**src/rtl/lock_pkg.sv**
```systemverilog
// Shared constants and press classification for the button combination-lock front end.
package lock_pkg;

    localparam int DEBOUNCE_CYCLES_DEF = 16;
    localparam int BTN0 = 0;
    localparam int BTN1 = 1;

    typedef enum logic [1:0] {
        PRESS_NONE = 2'b00,
        PRESS_0    = 2'b01,
        PRESS_1    = 2'b10,
        PRESS_BOTH = 2'b11
    } press_e;

    // Bit BTN0 of rise is button 0, bit BTN1 is button 1.
    function automatic press_e classify_press(input logic [1:0] rise);
        press_e kind;
        kind = PRESS_NONE;
        unique case (rise)
            2'b01:   kind = PRESS_0;
            2'b10:   kind = PRESS_1;
            2'b11:   kind = PRESS_BOTH;
            default: kind = PRESS_NONE;
        endcase
        return kind;
    endfunction

endpackage

```
**src/rtl/debounce_chan.sv**
```systemverilog
// One button channel: two-flop synchroniser followed by a stable-count debouncer.
module debounce_chan
    import lock_pkg::*;
#(
    parameter int DEBOUNCE_CYCLES = DEBOUNCE_CYCLES_DEF
) (
    input  logic clk,
    input  logic rst,
    input  logic raw,
    output logic level
);

    localparam int CNT_W = $clog2(DEBOUNCE_CYCLES);
    localparam logic [CNT_W-1:0] CNT_MAX = CNT_W'(DEBOUNCE_CYCLES - 1);

    logic             s1_p0;
    logic             s2_p1;
    logic [CNT_W-1:0] cnt;
    logic             lvl;

    // Synchroniser stages, then the counter compares the settled sample against the held level.
    always_ff @(posedge clk or posedge rst) begin
        if (rst) begin
            s1_p0 <= 1'b0;
            s2_p1 <= 1'b0;
            cnt   <= '0;
            lvl   <= 1'b0;
        end else begin
            s1_p0 <= raw;
            s2_p1 <= s1_p0;
            if (s2_p1 == lvl) begin
                cnt <= '0;
            end else if (cnt == CNT_MAX) begin
                lvl <= s2_p1;
                cnt <= '0;
            end else begin
                cnt <= cnt + 1'b1;
            end
        end
    end

    assign level = lvl;

endmodule

```
**src/rtl/button_debounce_pulse.sv**
```systemverilog
// Debounces two raw buttons and turns accepted presses into single-cycle pulses,
// collapsing same-edge double presses into a conflict pulse.
module button_debounce_pulse
    import lock_pkg::*;
#(
    parameter int DEBOUNCE_CYCLES = DEBOUNCE_CYCLES_DEF
) (
    input  logic clk,
    input  logic rst,
    input  logic btn_raw_0,
    input  logic btn_raw_1,
    output logic button_0,
    output logic button_1,
    output logic btn_level_0,
    output logic btn_level_1,
    output logic conflict
);

    logic [1:0] lvl;
    logic [1:0] lvl_prev;
    logic [1:0] rise;
    press_e     press;

    debounce_chan #(.DEBOUNCE_CYCLES(DEBOUNCE_CYCLES)) u_chan0 (
        .clk   (clk),
        .rst   (rst),
        .raw   (btn_raw_0),
        .level (lvl[BTN0])
    );

    debounce_chan #(.DEBOUNCE_CYCLES(DEBOUNCE_CYCLES)) u_chan1 (
        .clk   (clk),
        .rst   (rst),
        .raw   (btn_raw_1),
        .level (lvl[BTN1])
    );

    assign rise  = lvl & ~lvl_prev;
    assign press = classify_press(rise);

    // Edge detect stage: releases and held levels produce no rise, so no pulse.
    always_ff @(posedge clk or posedge rst) begin
        if (rst) begin
            lvl_prev <= 2'b00;
            button_0 <= 1'b0;
            button_1 <= 1'b0;
            conflict <= 1'b0;
        end else begin
            lvl_prev <= lvl;
            button_0 <= (press == PRESS_0);
            button_1 <= (press == PRESS_1);
            conflict <= (press == PRESS_BOTH);
        end
    end

    assign btn_level_0 = lvl[BTN0];
    assign btn_level_1 = lvl[BTN1];

endmodule

```
**config.mk**
```make
export PLATFORM = sky130hd
export DESIGN_NAME = button_debounce_pulse
export DESIGN_NICKNAME = d
export VERILOG_FILES = /design/src/rtl/lock_pkg.sv /design/src/rtl/debounce_chan.sv /design/src/rtl/button_debounce_pulse.sv
export SDC_FILE = /design/constraint.sdc
export NUM_CORES = 1
export LEC_CHECK = 0
export BUFFER_PORTS_ARGS = -buffer_cell sky130_fd_sc_hd__clkbuf_2
export CORE_MARGIN = 5
export CORE_UTILIZATION = 40
export DETAILED_ROUTE_END_ITERATION = 16
export GPL_TIMING_DRIVEN = 1
export PLACE_DENSITY = 0.58
export SLEW_MARGIN = 20
export SYNTH_ARGS = -nofsm -noshare
export SYNTH_HDL_FRONTEND = slang
export SYNTH_SLANG_ARGS = --single-unit
```
**constraint.sdc**
```tcl
create_clock -name clk -period 3.1 [get_ports clk]
set_clock_uncertainty 0.2 [all_clocks]
set_input_delay 0.31 -clock clk [delete_from_list [all_inputs] [get_ports clk]]
set_output_delay 0.31 -clock clk [all_outputs]
set_load 0.005 [all_outputs]
```
# --- Word-level counts from Yosys, hierarchy flattened ---
# Cells that the tools add are included.
totals:
  register_bits: 19
  out_inout_bits: 5
  wordCells: 35
  inputBits: 4
op_classes:
  bitwise: 4
  reduce_logical: 2
  addsub: 2
  n_mux: 5
  eq_ne: 10
op_table:
  columns: ["op", "n"]
  rows:
  - ["2-to-1 mux 4 bit", 4]
  - ["adder 4 x 1 -> 4 bit (second input constant)", 2]
  - ["== test 2 bit (second input constant)", 4]
  - ["== test 4 bit (second input constant)", 2]
  - ["case mux 2 bit (3 select lines)", 1]
  - ["== test 2 x 1 -> 1 bit (second input constant)", 2]
  - ["AND reduction 2 bit", 2]
  - ["AND 2 bit", 1]
  - ["== test 1 bit", 2]
  - ["inverter 1 bit", 2]
  - ["inverter 2 bit", 1]

# --- Logic depth before layout (Yosys ltp) ---
# Gate-level depths: netlist of the first run.
logic_depth:
  ltp_word: 5
  ltp_mapped: 4
  mapped_depth_nobuf: 4

# --- Modules after synthesis ---
# Synthesis of the first run repeated with hierarchy kept, for this count alone.
unflattened:
  hier_cells: 49
  hier_area_um2: 720.7
by_module_without_submodules:
  columns: ["module", "area_per_inst_um2", "n_inst", "cells_per_inst", "seq_area_each_um2"]
  rows:
  - ["debounce_chan", 274.0, 2, 19, 175.2]
  - ["button_debounce_pulse", 172.7, 1, 11, 125.1]

# --- Worst setup path before layout of the first run ---
# Ideal clock, no wire load.
synth_timing:
  path_kind: "register -> register"
  startpoint: "reg u_chan0.cnt[0]"
  endpoint: "reg u_chan0.lvl (netlist: u_chan0.level)"
  arrival_ps: 1021
  path_stages_with_launch: 4
  setup_time_ps: 125
  synth_period_minus_slack_ps: 1345
  t_required_ps: 2775
  path_buffers: 0
  path_slack_ps: 1755
  path_cell_list: "dfrtp_1 ha_1 nand3_1 mux2_2"
synth_via:
  elab_chain_cells: 2
synth_lines:
  columns: ["item", "line_no", "text"]
  rows:
  - ["start: declaration", "debounce_chan.sv:18", "logic [CNT_W-1:0] cnt;"]
  - ["start signal: assignment", "debounce_chan.sv:37", "cnt <= cnt + 1'b1;"]
  - ["== test 4 bit", "debounce_chan.sv:33", "end else if (cnt == CNT_MAX) begin"]
  - ["AND reduction 2 bit (no line)", null, null]
  - ["end signal: assignment", "debounce_chan.sv:34", "lvl <= s2_p1;"]
  - ["end: declaration", "debounce_chan.sv:19", "logic lvl;"]
# Every way passes these cells.
# A chain may end at the register's enable or synchronous reset.

# --- Final worst setup path of the first run ---
# Ends and elaborated chain as after synthesis.

==> flow_summary.toml, run 1 <==
[outcome]
status = "finished clean"

[global_routing]
top_usage_layer = "met2"
first_global_vias = 384
grt_pass1_wl_microns = 1500
grt_max_degree = 20
met1_usage_pct = 9.04
overflow = 0
met3_usage_pct = 2.58
antenna_found_initial = 0
use_met2_pct = 12.9
grt.total_usage_pct = 8.02

[sta]
period_needed_ps = 1430
setup_viol = 0
final_max_slew_viol_count = 0
max_freq_ghz = 0.700
fin_tns_setup_ps = 0
holdWs_ps = 159
maxSlewHeadroom_pct = 54.7
rsz0062_at_grt = "false"
period_share_pct = 46.1
worst_pin_slew_ps = 678
hold_viol_final = 0

[placed_design]
dpl.hpwl_microns = 649
numPortBuffers = 8
place_area_sq_um = 756
gp_congestion = 0.741

[final_layout]
drive_gt1_share_pct = 22.7
final_cell_mix = "19 x dfrtp_1, 8 x clkbuf_2, 4 x xnor2_1, 4 x a21oi_1"
final_common_cell = "dfrtp_1"
diodes = 0
fillers = 157
syn_to_final_growth_pct = 17.5
final_core_util_pct = 48.3
nNetsFinal = 73
fin_area_sq_um = 816

[worst_setup_path]
path_buf_inv = 0
crit_fanout = 4
start_kind = "register"
worstPathArrival_ps = 1420
cp-end-kind = "register"
cp_top_family = "flip-flops"
cp_cell_sequence = "ha_1 > nand3_1 > mux2_2"
path_class = "register to register"
slowest_delay_ps = 430
cp.required_ps = 3090
crit_slowest_cell = "dfrtp_1"

[synth]
synth_top_area_share_pct = 68.5
syn-num-nets = 57
synthCells = 51
synth_area_leaders = "dfrtp_1 68%, xnor2_1 5.0%, ha_1 3.6%, mux2_2 3.2%, a21oi_1 2.9%"
yosys_warnings = 0
syn_avg_cell_area_sq_um = 13.6
yosysSeqAreaShare_pct = 68.5
yosys_register_bits = 19
synth_area_sq_um = 694
ys_types = 15
yosys.area.top_type = "dfrtp_1"

[floorplan]
die_y_microns = 51.7
start_util_pct = 41.1
io_pins = 9
rows = 15
core_sq_um = 1690
dieArea_sq_um = 2670
fp.dieW_microns = 51.7

[route]
num_vias = 397
totalWireLength_microns = 923
post_drt_wl_per_cell_microns = 11.1
antenna_left = 0
viasPerCell = 4.78
dr.pass1.iters = 3
drtIter0Drc = 5
drc = 0

[flow_run]
maxCapViolCount = 0

[cts]
post_cts_resized = 0
cts.sinks = 19
cts.htree.levels = 1
postCtsHoldBufs = 3
clkLatencyLatePin_ps = 290
cts_made_buffers = 3
cts_setup_buffers = 0
cts_root_buf = "clkbuf_4"
path_clk_slew_ps = 110
clock_path_buffers = 2
cts_tree = "built"

[pwr]
power.density_nw_per_um2 = 509
p_leak_nw = 0.383
ir_drop_uv = 302

[min_path]
hold_path_class = "register to register"
[synthesized netlist by cell type]
cell type  instances
a21oi_1            4
a311oi_1           1
and2b_2            1
dfrtp_1           19
ha_1               2
inv_1              3
mux2_2             2
nand2b_1           2
nand3_1            2
nand4b_1           2
nor2_1             3
nor2b_1            3
nor3b_1            1
o21ai_0            2
xnor2_1            4
[flip-flops by register name, summed over array words and instances, names as in the netlist]
| signal | cells |
|---|---|
| button_0 | 1 |
| button_1 | 1 |
| conflict | 1 |
| lvl_prev | 2 |
| u_chan0.cnt | 4 |
| u_chan0.level | 1 |
| u_chan0.s1_p0 | 1 |
| u_chan0.s2_p1 | 1 |
| u_chan1.cnt | 4 |
| u_chan1.level | 1 |
| u_chan1.s1_p0 | 1 |
| u_chan1.s2_p1 | 1 |
[logic make-up after synthesis]
family          count (synthesis)  synth area share [%]
mux                             2                  3.24
flops                          19                  68.5
xor+xnor                        4                  5.04
buf+inv                         3                  1.62
simple gates                   14                  12.4
compound gates                  7                  5.59
fa+ha+maj                       2                  3.60
[path summary, 6_finish.rpt]
check / from / end / slack [ps] / cells past startpoint
max in group asynchronous: rst / u_chan0.cnt[1]$_DFF_PP0_ / 1830 / 3
max: u_chan0.cnt[0]$_DFF_PP0_ / u_chan0.level$_DFFE_PP0P_ / 1670 / 3
min: u_chan0.s1_p0$_DFF_PP0_ / u_chan0.s2_p1$_DFF_PP0_ / 160 / 0
max reg2reg: u_chan0.cnt[0]$_DFF_PP0_ / u_chan0.level$_DFFE_PP0P_ / 1670 / 3
min reg2reg: u_chan0.s1_p0$_DFF_PP0_ / u_chan0.s2_p1$_DFF_PP0_ / 160 / 0
min in group asynchronous: rst / u_chan1.level$_DFFE_PP0P_ / 430 / 3
[layer usage]
layer  wire length [microns]  vias up
li1                        -      202
met1                     478      188
met2                     409        7
met3                      35        0
met4                       0        0
met5                       0        -
[stage by stage]
stage,total power [W],setup WS [ps],instances
2_1_floorplan,0.000284,1750,51
3_3_place_gp,0.000290,1720,76
6_report,0.000415,1670,83
4_1_cts,0.000421,1670,83
5_1_grt,0.000434,1630,83
3_5_place_dp,0.000291,1680,76
[worst reg2reg max path: cells and delay by family (launching register included)]
family / cells / cell delay [ps]
flip-flops: 1 / 430
multiplexers: 1 / 340
adder cells (fa/ha/maj): 1 / 250
AND/OR/NAND/NOR: 1 / 110
[final cells by class]
class	instances	area [sq um]	share of cell area (%)
clock buffer	3	22.5	2.76
clock inverter	1	7.51	0.920
multi-input combinational	29	208	25.5
inverter	3	11.3	1.38
tap	17	21.3	2.61
sequential	19	475	58.3
timing repair buffer	11	70.1	8.59
[where the power goes]
| part | switching, W | total, W | leakage (nW) | internal [W] |
|---|---|---|---|---|
| registers | 0.00000749 | 0.000264 | 0.251 | 0.000257 |
| clock network | 0.0000781 | 0.000127 | 0.0139 | 0.0000490 |
| logic | 0.0000117 | 0.0000239 | 0.118 | 0.0000122 |
| total | 0.0000973 | 0.000415 | 0.383 | 0.000318 |
Power figures use the tool's default switching activity.
==> inputs of run 2 (changes only) <==
--- a/config.mk
+++ b/config.mk
@@ -5,12 +5,13 @@
 export SDC_FILE = /design/constraint.sdc
 export NUM_CORES = 1
 export LEC_CHECK = 0
+export ABC_AREA = 1
 export BUFFER_PORTS_ARGS = -buffer_cell sky130_fd_sc_hd__clkbuf_2
 export CORE_MARGIN = 5
 export CORE_UTILIZATION = 40
 export DETAILED_ROUTE_END_ITERATION = 16
 export GPL_TIMING_DRIVEN = 1
-export PLACE_DENSITY = 0.58
+export PLACE_DENSITY = 0.6
 export SLEW_MARGIN = 20
 export SYNTH_ARGS = -nofsm -noshare
 export SYNTH_HDL_FRONTEND = slang
==> constraint.sdc (replaced) <==
create_clock -name clk -period 1.2 [get_ports clk]
set_clock_uncertainty 0.2 [all_clocks]
set_input_delay 0.12 -clock clk [delete_from_list [all_inputs] [get_ports clk]]
set_output_delay 0.12 -clock clk [all_outputs]
set_load 0.005 [all_outputs]
==> run 2 against run 1 <==
Utilization grew 6.5 points. Global-route usage increased by 3.1 points. Via count up 28%. Setup slack worse by 1600 ps. Critical path type is now register to output port. Highest routed layer is now met4.
==> flow_summary.toml, run 2 <==
[pwr]
ir_drop_uv = 697
power_w = 0.00109
power.density_nw_per_um2 = 1160
p_leak_nw = 0.483

[worst_setup_path]
ff2ff_path_depth = 4
path_buf_inv = 1
worstPathArrival_ps = 850
slowest_delay_ps = 430
cp-end-kind = "output port"
crit_fanout = 4
cp_num_cells = 1
cp_cell_sequence = "clkbuf_2"
crit_slowest_cell = "dfrtp_1"
cp.required_ps = 880
start_kind = "register"
cp_top_family = "flip-flops"
path_class = "register to output port"

[synth]
synth_top_area_share_pct = 66.4
yosysMostFrequentCell = "dfrtp_1"
synth.top_cells.by_count = "19 x dfrtp_1, 12 x nor2_1, 11 x inv_1, 11 x nand2_1, 5 x nand3_1"
syn_avg_cell_area_sq_um = 10.4
synth_fa_ha_area_share_pct = 3.50
yosysSeqAreaShare_pct = 66.4
synth_top_family_by_area = "simple AND/OR/NAND/NOR gates"
syn-num-nets = 75
synth_compound_area_share_pct = 1.40
yosys_register_bits = 19
yosys.area_share.simple_pct = 20.5
yosys.area.top_type = "dfrtp_1"
synth-xor-area-share_pct = 2.45
synth_flop_cell = "dfrtp_1"
ys_types = 12
yosys_warnings = 0
synth_area_sq_um = 716
ys_async_sr_fraction_pct = 100
synthCells = 69
synth_edf_count = 0
synth_area_leaders = "dfrtp_1 66%, nor2_1 6.3%, inv_1 5.8%, nand2_1 5.8%, ha_1 3.5%"
synth_mux_area_share_pct = 0

[sta]
period_share_pct = 97.4
fin_tns_setup_ps = 0
worst_slack_ps = 30.7
setup_viol = 0
worst_pin_slew_ps = 232
hold_viol_final = 0
max_freq_ghz = 0.855
rsz0062_at_grt = "true"
maxSlewHeadroom_pct = 84.5
final_max_slew_viol_count = 0
period_needed_ps = 1170

[route]
drc = 0
viasPerCell = 4.33
drtIter0Drc = 1
num_vias = 507
dr.pass1.iters = 2
antenna_left = 0
post_drt_wl_per_cell_microns = 10.4
totalWireLength_microns = 1210

[placed_design]
dpl.hpwl_microns = 860
gp_congestion = 0.786
dp_cells = 106
post-place-ws_ps = -24.4
numPortBuffers = 8

[final_layout]
diodes = 0
final_cell_mix = "19 x dfrtp_1, 11 x inv_1, 11 x nand2_1"
final_common_cell = "dfrtp_1"
final_cells = 117
syn_to_final_growth_pct = 30.8
largestRegisters = "u_chan0.cnt x4, u_chan1.cnt x4, lvl_prev x2"
drive_gt1_share_pct = 31.5
nNetsFinal = 99

[floorplan]
fp.dieW_microns = 52.3
start_util_pct = 41.9
io_pins = 9
core_sq_um = 1710
dieArea_sq_um = 2740
rows = 15
die_y_microns = 52.3

[cts]
clkLatencyLatePin_ps = 290
cts.htree.levels = 1
cts_root_buf = "clkbuf_4"
path_clk_slew_ps = 100
cts_tree = "built"
cts.sinks = 19
cts_made_buffers = 3
clock_path_buffers = 2

[global_routing]
grt.total_usage_pct = 11.1
first_global_vias = 547
antenna_found_initial = 0
overflow = 0
grt_pass1_wl_microns = 2150
grt_max_degree = 20

[outcome]
status = "finished clean"

[flow_run]
maxCapViolCount = 0

[min_path]
hold_path_class = "input pin to asynchronous set/reset pin"
run 2: changes by cell type after synthesis, moves of 3 or more:
cell	change
nand3_1	+3
nand2_1	+11
a21oi_1	-4
nor2b_1	-3
inv_1	+8
nor2_1	+9
run 2: metrics by stage:
step / hold slack (ps) / util, % / area (sq um)
2_1_floorplan: -129 / - / 716
4_1_cts: 163 / 52.5 / 896
3_3_place_gp: -70.8 / 47.8 / 817
3_5_place_dp: -70.5 / 47.8 / 817
6_report: 158 / 54.8 / 936
5_1_grt: 179 / 54.8 / 936
run 2: final timing paths:
| path | startpoint | end | slack, ps |
|---|---|---|---|
| worst min register to register | u_chan1.s1_p0$_DFF_PP0_ | u_chan1.s2_p1$_DFF_PP0_ | 160 |
| worst max-delay path | u_chan0.level$_DFFE_PP0P_ | btn_level_0 | 30 |
| worst min-delay path | rst | u_chan0.level$_DFFE_PP0P_ | 160 |
| max in group asynchronous | rst | u_chan0.cnt[0]$_DFF_PP0_ | 450 |
| min in group clk | u_chan1.s1_p0$_DFF_PP0_ | u_chan1.s2_p1$_DFF_PP0_ | 160 |
| worst max register to register | u_chan1.cnt[0]$_DFF_PP0_ | u_chan1.cnt[0]$_DFF_PP0_ | 60 |
run 2: cells by family after synthesis:
| kind of cell | after synthesis |
|---|---|
| and+or+nand+nor | 33 |
| DFF | 19 |
| buffers and inverters | 11 |
| AOI/OAI and AO/OA | 2 |
| xor gates and xnor gates | 2 |
| adders and majority gates | 2 |
run 2: power by group:
| part | leakage [nW] | internal [W] | switching, W |
|---|---|---|---|
| Sequential | 0.251 | 0.000663 | 0.0000171 |
| Clock | 0.0150 | 0.000129 | 0.000184 |
| Combinational | 0.216 | 0.0000482 | 0.0000467 |
| Total | 0.483 | 0.000841 | 0.000248 |
run 2: timing repair:
action,4_1_cts,5_1_grt
buffers inserted,1,3
hold buffers,3,0
endpoints found under the setup margin,4,6
gates resized for setup,4,4
endpoints found under the hold margin,21,0
pin swaps,0,1
run 2: layout make-up:
cell class,instances,area [sq um]
fillers,151,772
flip-flops and latches,19,475
clock buffers,4,26.3
repair buffers,19,130
well taps,25,31.3
multi-input cells,39,231
inverters,11,41.3
run 2: routing by layer:
layer  GRT usage (%)  share of wire (%)
met3            4.27                6.0
met2            18.2                 48
met5               0                  0
met4            5.11                1.4
met1            12.6                 45
